**config.mk**
```make
export PLATFORM = sky130hd
export DESIGN_NAME = alu_iterative
export DESIGN_NICKNAME = d
export VERILOG_FILES = /design/src/rtl/alu_iterative.sv
export SDC_FILE = /design/constraint.sdc
export NUM_CORES = 1
export LEC_CHECK = 0
export CAP_MARGIN = 30
export CORE_UTILIZATION = 28
export DETAILED_ROUTE_END_ITERATION = 7
export GPL_TIMING_DRIVEN = 0
export HOLD_SLACK_MARGIN = 0.06
export PLACE_DENSITY = 0.49
export SYNTH_ARGS = -nofsm -noshare
export SYNTH_HDL_FRONTEND = slang
export SYNTH_SLANG_ARGS = --single-unit
export TNS_END_PERCENT = 1
```
**constraint.sdc**
```tcl
create_clock -name clk -period 4.6 [get_ports clk]
set_input_delay 0.69 -clock clk [delete_from_list [all_inputs] [get_ports clk]]
set_output_delay 0.69 -clock clk [all_outputs]
set_load 0.02 [all_outputs]
```
**src/rtl/alu_iterative.sv**
```systemverilog
// Datapath ALU: single-cycle R/I-type ops with one-edge registered latency,
// plus signed MULT via a 32-step radix-2 shift-add into HI/LO.
module alu_iterative #(
  parameter int unsigned WIDTH = 32
) (
  input  logic             clk,
  input  logic             arst_n,
  input  logic             valid_in,
  input  logic [3:0]       alu_ctrl,
  input  logic [WIDTH-1:0] alu_in_0,
  input  logic [WIDTH-1:0] alu_in_1,
  input  logic [4:0]       shamt,
  output logic             ready,
  output logic             valid_out,
  output logic [WIDTH-1:0] alu_out,
  output logic             zero,
  output logic             overflow,
  output logic [WIDTH-1:0] hi_out,
  output logic [WIDTH-1:0] lo_out
);

  localparam int unsigned CNT_W  = $clog2(WIDTH);
  localparam int unsigned PROD_W = 2 * WIDTH;

  localparam logic [3:0] OP_AND  = 4'd0;
  localparam logic [3:0] OP_OR   = 4'd1;
  localparam logic [3:0] OP_ADD  = 4'd2;
  localparam logic [3:0] OP_SLL  = 4'd3;
  localparam logic [3:0] OP_SRL  = 4'd4;
  localparam logic [3:0] OP_SUB  = 4'd5;
  localparam logic [3:0] OP_SLT  = 4'd7;
  localparam logic [3:0] OP_MULT = 4'd8;
  localparam logic [3:0] OP_NOR  = 4'd12;

  typedef enum logic {IDLE, MUL} state_t;

  state_t             state_q, state_d;
  logic [CNT_W-1:0]   cnt_q, cnt_d;
  logic               sign_q, sign_d;
  logic [WIDTH-1:0]   mcand_q, mcand_d;
  logic [WIDTH-1:0]   hi_work_q, hi_work_d;
  logic [WIDTH-1:0]   lo_work_q, lo_work_d;

  logic               ready_d, valid_d, zero_d, ovf_d;
  logic [WIDTH-1:0]   alu_d, hi_d, lo_d;

  logic [WIDTH-1:0]   add_sum, sub_diff, abs_a, abs_b;
  logic [WIDTH-1:0]   op_res;
  logic               op_ovf;
  logic [WIDTH:0]     partial;
  logic [WIDTH-1:0]   step_hi, step_lo;
  logic [PROD_W-1:0]  prod_abs, prod_fin;

  assign add_sum  = alu_in_0 + alu_in_1;
  assign sub_diff = alu_in_0 - alu_in_1;
  assign abs_a    = alu_in_0[WIDTH-1] ? (~alu_in_0 + WIDTH'(1)) : alu_in_0;
  assign abs_b    = alu_in_1[WIDTH-1] ? (~alu_in_1 + WIDTH'(1)) : alu_in_1;

  // One shift-add step: conditional add with carry, then shift {carry,hi,lo} right
  assign partial  = lo_work_q[0] ? ({1'b0, hi_work_q} + {1'b0, mcand_q})
                                 : {1'b0, hi_work_q};
  assign step_hi  = partial[WIDTH:1];
  assign step_lo  = {partial[0], lo_work_q[WIDTH-1:1]};
  assign prod_abs = {step_hi, step_lo};
  assign prod_fin = sign_q ? (~prod_abs + PROD_W'(1)) : prod_abs;

  // Single-cycle operation result and signed overflow
  always_comb begin
    op_res = '0;
    op_ovf = 1'b0;
    case (alu_ctrl)
      OP_AND: op_res = alu_in_0 & alu_in_1;
      OP_OR:  op_res = alu_in_0 | alu_in_1;
      OP_ADD: begin
        op_res = add_sum;
        op_ovf = (alu_in_0[WIDTH-1] == alu_in_1[WIDTH-1]) &&
                 (add_sum[WIDTH-1] != alu_in_0[WIDTH-1]);
      end
      OP_SLL: op_res = alu_in_1 << shamt;
      OP_SRL: op_res = alu_in_1 >> shamt;
      OP_SUB: begin
        op_res = sub_diff;
        op_ovf = (alu_in_0[WIDTH-1] != alu_in_1[WIDTH-1]) &&
                 (sub_diff[WIDTH-1] != alu_in_0[WIDTH-1]);
      end
      OP_SLT: op_res = WIDTH'($signed(alu_in_0) < $signed(alu_in_1));
      OP_NOR: op_res = ~(alu_in_0 | alu_in_1);
      default: begin
        op_res = '0;
        op_ovf = 1'b0;
      end
    endcase
  end

  // Next-state and output decode
  always_comb begin
    state_d   = state_q;
    cnt_d     = cnt_q;
    sign_d    = sign_q;
    mcand_d   = mcand_q;
    hi_work_d = hi_work_q;
    lo_work_d = lo_work_q;
    ready_d   = ready;
    valid_d   = 1'b0;
    alu_d     = alu_out;
    zero_d    = zero;
    ovf_d     = overflow;
    hi_d      = hi_out;
    lo_d      = lo_out;
    case (state_q)
      IDLE: begin
        if (valid_in) begin
          if (alu_ctrl == OP_MULT) begin
            sign_d    = alu_in_0[WIDTH-1] ^ alu_in_1[WIDTH-1];
            mcand_d   = abs_a;
            lo_work_d = abs_b;
            hi_work_d = '0;
            cnt_d     = '0;
            ready_d   = 1'b0;
            state_d   = MUL;
          end else begin
            alu_d   = op_res;
            zero_d  = (op_res == '0);
            ovf_d   = op_ovf;
            valid_d = 1'b1;
          end
        end
      end
      MUL: begin
        hi_work_d = step_hi;
        lo_work_d = step_lo;
        cnt_d     = cnt_q + CNT_W'(1);
        if (cnt_q == CNT_W'(WIDTH - 1)) begin
          hi_d    = prod_fin[PROD_W-1:WIDTH];
          lo_d    = prod_fin[WIDTH-1:0];
          alu_d   = prod_fin[WIDTH-1:0];
          zero_d  = (prod_fin[WIDTH-1:0] == '0);
          ovf_d   = 1'b0;
          valid_d = 1'b1;
          ready_d = 1'b1;
          cnt_d   = '0;
          state_d = IDLE;
        end
      end
      default: state_d = IDLE;
    endcase
  end

  always_ff @(posedge clk or negedge arst_n) begin
    if (!arst_n) begin
      state_q   <= IDLE;
      cnt_q     <= '0;
      sign_q    <= 1'b0;
      mcand_q   <= '0;
      hi_work_q <= '0;
      lo_work_q <= '0;
      ready     <= 1'b1;
      valid_out <= 1'b0;
      alu_out   <= '0;
      zero      <= 1'b0;
      overflow  <= 1'b0;
      hi_out    <= '0;
      lo_out    <= '0;
    end else begin
      state_q   <= state_d;
      cnt_q     <= cnt_d;
      sign_q    <= sign_d;
      mcand_q   <= mcand_d;
      hi_work_q <= hi_work_d;
      lo_work_q <= lo_work_d;
      ready     <= ready_d;
      valid_out <= valid_d;
      alu_out   <= alu_d;
      zero      <= zero_d;
      overflow  <= ovf_d;
      hi_out    <= hi_d;
      lo_out    <= lo_d;
    end
  end

endmodule

```
==> impl_metrics.json, run 1 <==
{
  "fin_ws_ps": -254.1,
  "synth_warnings": 0,
  "cts_tree": "built",
  "synth_cell_type_count": 101,
  "placed_area_sq_mm": 0.02601,
  "syn_area_per_cell_sq_um": 7.836,
  "initial_core_util": 0.2834,
  "finalSetupTns_ps": -254.1,
  "fin_skew_ps": 23.28,
  "ys_ff_latch": 203,
  "cap_violations": 0,
  "grt_pass1_wl_um": 184700,
  "netlist_area_sq_mm": 0.02283,
  "hold_class": "reg2reg",
  "crit_family": "compound AO/OA/AOI/OAI gates",
  "violations": "negative setup slack",
  "die_area_sq_mm": 0.08266,
  "synth_nets": 3137,
  "grt.total_usage": 0.3092,
  "layout-drive-gt1-share": 0.1348,
  "dp_hpwl_um": 105700,
  "layout.cells.non_filler": 4223,
  "worstPathRequired_ps": 5080,
  "wl_um": 131000,
  "port_buffers": 170,
  "synth-seq-area-share": 0.2226,
  "rsz0062_at_grt": "yes",
  "drtIter0Drc": 2765,
  "place.gp.congestion": 1.031,
  "vias": 25620,
  "h-tree-depth": 1,
  "critical_path_class": "in2reg",
  "fin_crit_sh": 1.055,
  "setup_viol": 1,
  "slew_viol_final": 0,
  "grt_pass1_vias": 24670,
  "tightestPinTransition_ps": 1029,
  "status": "finished with violations",
  "synthCells": 2913,
  "num_rows": 104,
  "clkSinkCount": 203,
  "finalHoldViolCount": 0,
  "antenna_left": 0,
  "slew_headroom": 0.3137,
  "cp_cell_sequence": "clkbuf_1, buf_2, buf_2, clkbuf_1, a31oi_1, a221oi_1, nand2_1, o21ai_2, nand2b_1, nor4_4, nand4_1, nor4b_4, a211o_1",
  "max_stage_delay_ps": 950,
  "power_density_mw_per_mm2": 410.1,
  "grt_max_degree": 101,
  "crit_path_end_kind": "flip-flop",
  "dp.cells": 4157,
  "cts_inserted_buffers": 23,
  "cts.path.max_buffers": 3,
  "core_sq_mm": 0.08055,
  "die_y_um": 287.5,
  "critPathSlowestCell": "a221oi_1",
  "nets": 3368,
  "final_area_sq_mm": 0.02773,
  "area_delta_synth_final_pct": 21.49,
  "fp.dieW_um": 287.5,
  "path_buf_inv": 4,
  "worstSkewPairLatency_ps": 550,
  "nFillCells": 8657,
  "holdWs_ps": 461.0,
  "overflow": 0,
  "via_per_inst": 6.068,
  "worstPathMaxFanout": 10,
  "drcViolationCount": 0,
  "synth-edff-count": 0,
  "p_leak_nw": 11.16,
  "firstDrtPassIters": 8,
  "root_buffer": "clkbuf_16",
  "pre_cts_ws_ps": -2463,
  "fin_crit_ps": 4854,
  "grt_antenna_before_repair": 4,
  "wire_per_inst_um": 31.03,
  "crit_arrival_ps": 5330,
  "start_kind": "input port",
  "irDropWorstVdd_uv": 242.3,
  "synth_ff_type": "dfrtp_1",
  "async_flop_share": 1.000,
  "cts.clk_slew.worst_paths_ps": 60,
  "fmax_mhz": 206.0,
  "fin_util": 0.3443,
  "ios": 176,
  "p_total_mw": 11.37
}
==> cells in the final DEF, fill, tap and decap left out, types with 53 or more instances in the layout <==
master / instances
clkdlybuf4s50_1: 132
mux4_2: 59
inv_1: 107
mux2i_1: 69
o21ai_0: 270
clkbuf_1: 125
dfrtp_1: 202
nand3_1: 60
a21oi_1: 179
xor2_1: 53
nand2_1: 372
ha_1: 137
xnor2_1: 103
nor2_1: 224
==> final timing paths <==
kind                       depth (start not counted)  slack [ps]                endpoint                     start
max                                               13        -250        zero$_DFFE_PN0P_                  shamt[3]
max reg2reg                                        8         160        zero$_DFFE_PN0P_  lo_work_q[0]$_DFFE_PN0P_
max in group asynchronous                          4        2840     valid_out$_DFF_PN0_                    arst_n
min in group asynchronous                          2         600  hi_out[11]$_DFFE_PN0P_                    arst_n
min                                                2         460       ready$_DFFE_PN1P_         ready$_DFFE_PN1P_
min reg2reg                                        2         460       ready$_DFFE_PN1P_         ready$_DFFE_PN1P_
==> Yosys cell counts (all sizes together), types with 53 or more instances <==
master	n	share of area
a21oi	186	0.041
buf	60	0.015
clkbuf	172	0.028
dfrtp	202	0.22
ha	145	0.079
inv	122	0.020
mux2i	71	0.031
mux4	59	0.058
nand2	374	0.062
nand3	61	0.014
nor2	228	0.038
o21ai	304	0.067
o31ai	56	0.020
xnor2	104	0.040
xor2	53	0.020
==> registers in the layout, indices dropped and copies added (netlist names) <==
| name | count |
|---|---|
| lo_out | 32 |
| zero | 1 |
| hi_out | 32 |
| alu_out | 32 |
| valid_out | 1 |
| ready | 1 |
| cnt_q | 5 |
| sign_q | 1 |
| hi_work_q | 32 |
| overflow | 1 |
| lo_work_q | 32 |
| state_q | 1 |
| mcand_q | 32 |
==> what timing repair did <==
item	CTS	global route
endpoints found under the setup margin	30	9
buffers inserted	19	10
gates resized for setup	233	99
pin swaps	10	21
hold buffers	1	0
hold endpoints to repair	30	0
==> worst reg2reg max path, cell delays in order, from the launching register on <==
cell and delay [ps]:
dfrtp_1 390, clkbuf_1 450, clkbuf_1 620, buf_1 540
clkbuf_1 700, mux2i_2 600, xor2_1 290, nor4_1 620
a211o_1 170
==> per-layer routing <==
metal  up-vias  share of wire  track usage
met4         0          0.065       0.1662
met2      1446           0.44       0.4819
met3       310          0.081      0.04635
li1      11200              -            -
met1     12670           0.42       0.4100
met5         -              0            0
==> layout make-up <==
type | count | area [sq um] | area share
sequential | 203 | 5081 | 0.1832
buffer | 224 | 1146 | 0.04133
clock inverter | 10 | 112.6 | 0.004061
inverter | 125 | 525.5 | 0.01895
antenna | 2 | 5.005 | 0.0001805
clock buffer | 32 | 639.4 | 0.02306
multi-input combinational | 2353 | 16860 | 0.6080
timing repair buffer | 214 | 2033 | 0.07332
tap | 1060 | 1326 | 0.04783
==> cells by family (layout without fill, tap and decap cells) <==
group	count (synthesis)	after routing	share of synthesized area
AOI/OAI and AO/OA	968	968	0.2785
and+or+nand+nor	919	919	0.1884
buffers and inverters	357	605	0.06348
DFF	203	203	0.2226
muxes	161	161	0.1046
xor gates and xnor gates	157	157	0.06024
adders and majority gates	148	148	0.08211
other	0	2	0
==> report_power, final <==
group	leakage (nW)	internal (mW)	total (mW)	switching (mW)
logic	8.43	2.33	6.67	4.34
clock network	0.365	1.09	1.90	0.812
registers	2.37	2.27	2.80	0.535
Power figures use the tool's default switching activity.
==> run 2, diff against run 1 <==
--- a/config.mk
+++ b/config.mk
@@ -8,9 +8,10 @@
 export CAP_MARGIN = 30
 export CORE_UTILIZATION = 28
 export DETAILED_ROUTE_END_ITERATION = 7
+export DONT_BUFFER_PORTS = 1
 export GPL_TIMING_DRIVEN = 0
 export HOLD_SLACK_MARGIN = 0.06
-export PLACE_DENSITY = 0.49
+export PLACE_DENSITY = 0.46
 export SYNTH_ARGS = -nofsm -noshare
 export SYNTH_HDL_FRONTEND = slang
 export SYNTH_SLANG_ARGS = --single-unit
==> impl_metrics.json, run 2 (synthesis results as in run 1) <==
{
  "slew_viol_final": 0,
  "fin_ws_ps": -153.5,
  "vias": 24720,
  "p_clk_frac": 0.177,
  "cp_cell_sequence": "clkbuf_2, inv_1, ha_1, buf_2, inv_1, a21oi_1, nand2_1, o41ai_4, nor2_1, a211oi_2, o221ai_1, a211o_1, nor4_4, nand4_1, nor4b_4, a211o_1",
  "fin_crit_ps": 4753,
  "crit_path_end_kind": "flip-flop",
  "grt_pass1_vias": 23320,
  "violations": "negative hold slack, negative setup slack",
  "cts_tree": "built",
  "firstDrtPassIters": 7,
  "finalHoldViolCount": 202,
  "power.internal_mw": 5.346,
  "start_kind": "input port",
  "nets": 3184,
  "reg2reg_to": "hi_out[22]$_DFFE_PN0P_",
  "initial_core_util": 0.2834,
  "tightestPinTransition_ps": 1032,
  "worstPathRequired_ps": 5080,
  "h-tree-depth": 1,
  "r2r_slack_ps": 40,
  "cts_inserted_buffers": 23,
  "ios": 176,
  "irDropWorstVdd_uv": 227.3,
  "clkSinkCount": 203,
  "comb_power_share": 0.542,
  "layout.cells.non_filler": 4036,
  "final_cell_mix": "nand2_1, o21ai_0, nor2_1, dfrtp_1, a21oi_1",
  "worstSkewPairLatency_ps": 550,
  "fin_skew_ps": 14.46,
  "fp.dieW_um": 287.5,
  "status": "finished with violations",
  "via_per_inst": 6.124,
  "dp_hpwl_um": 102700,
  "fin_crit_sh": 1.033,
  "hold_class": "in2async",
  "crit_family": "compound AO/OA/AOI/OAI gates",
  "core_sq_mm": 0.08055,
  "finalSetupTns_ps": -153.5,
  "crit_arrival_ps": 5230,
  "path_buf_inv": 4,
  "swShare": 0.5029,
  "wire_per_inst_um": 31.33,
  "drtIter0Drc": 3039,
  "holdWs_ps": -153.9,
  "final_common_cell": "nand2_1",
  "wl_um": 126400,
  "p_sw_mw": 5.408,
  "pre_cts_ws_ps": -1686,
  "layout-drive-gt1-share": 0.1033,
  "grt_pass1_wl_um": 177900,
  "root_buffer": "clkbuf_16",
  "p_total_mw": 10.75,
  "die_y_um": 287.5,
  "setup_viol": 1,
  "cap_violations": 0,
  "startpoint": "alu_in_1[9]",
  "cts.path.max_buffers": 3,
  "antenna_left": 0,
  "r2r-start": "hi_work_q[0]$_DFFE_PN0P_",
  "reg2reg_depth": 15,
  "max_stage_delay_ps": 490,
  "dp.cells": 3984,
  "p_seq_frac": 0.281,
  "slew_headroom": 0.3100,
  "grt.total_usage": 0.2968,
  "area_delta_synth_final_pct": 11.42,
  "grt_antenna_before_repair": 5,
  "die_area_sq_mm": 0.08266,
  "grt_max_degree": 204,
  "cts.clk_slew.worst_paths_ps": 60,
  "p_leak_nw": 10.14,
  "power_density_mw_per_mm2": 422.8,
  "num_rows": 104,
  "drcViolationCount": 0,
  "critical_path_class": "in2reg",
  "rsz0062_at_grt": "yes",
  "port_buffers": 0,
  "overflow": 0,
  "place.gp.congestion": 1.044,
  "worstPathMaxFanout": 10,
  "critPathSlowestCell": "o41ai_4",
  "fmax_mhz": 210.4
}
==> run 2: cell types whose count changed in the layout (fill, tap and decap cells not counted), sizes merged, moves of 3 or more <==
cell           previous run  this run
buf                     108        81
clkdlybuf4s15             6         1
clkdlybuf4s50           132         0
clkinv                    7         4
clkinvlp                 17         5
dlygate4sd2               7         0
dlymetal6s2s             10         0
inv                     109       120
==> run 2: repair_timing <==
action,in CTS,in global routing
buffers inserted,4,8
setup endpoints to repair,18,8
pin swaps,3,8
hold endpoints to repair,203,203
gates resized for setup,54,54
==> run 2: layout make-up <==
cell class / instances / area, sq um
sequential: 203 / 5081
clock buffer: 32 / 659.4
tap: 1060 / 1326
inverter: 125 / 484.2
fill: 8733 / 55110
timing repair buffer: 24 / 161.4
clock inverter: 6 / 90.09
buffer: 230 / 1013
antenna: 3 / 7.507
multi-input combinational: 2353 / 16610
==> run 2: per-stage QoR <==
stage          utilization  area, sq um
5_1_grt             0.3157        25430
3_5_place_dp        0.3009        24240
2_1_floorplan            -        22830
4_1_cts             0.3129        25200
6_report            0.3158        25430
3_3_place_gp        0.2998        24150
==> run 2: layer usage <==
layer,vias up,track usage,routed length (um)
li1,10820,-,-
met1,12250,0.4053,52590
met2,1367,0.4575,54560
met3,279,0.05309,12680
met4,4,0.1239,6589
met5,-,0,25
==> run 2: worst max path at each step <==
stage | endpoint | cells past startpoint
2_1_floorplan | zero$_DFFE_PN0P_ | 16
3_3_place_gp | zero$_DFFE_PN0P_ | 16
3_5_place_dp | zero$_DFFE_PN0P_ | 17
4_1_cts | zero$_DFFE_PN0P_ | 16
5_1_grt | hi_out[22]$_DFFE_PN0P_ | 15
6_report | zero$_DFFE_PN0P_ | 16
==> run 2: power by group through the flow <==
stage / clock (mW) / sequential, mW / combinational (mW)
2_1_floorplan: 0 / 2.81 / 3.88
3_3_place_gp: 0 / 3.04 / 5.62
3_5_place_dp: 0 / 3.04 / 5.61
4_1_cts: 1.96 / 3.02 / 5.67
5_1_grt: 2.02 / 3.09 / 6.30
6_report: 1.90 / 3.02 / 5.83
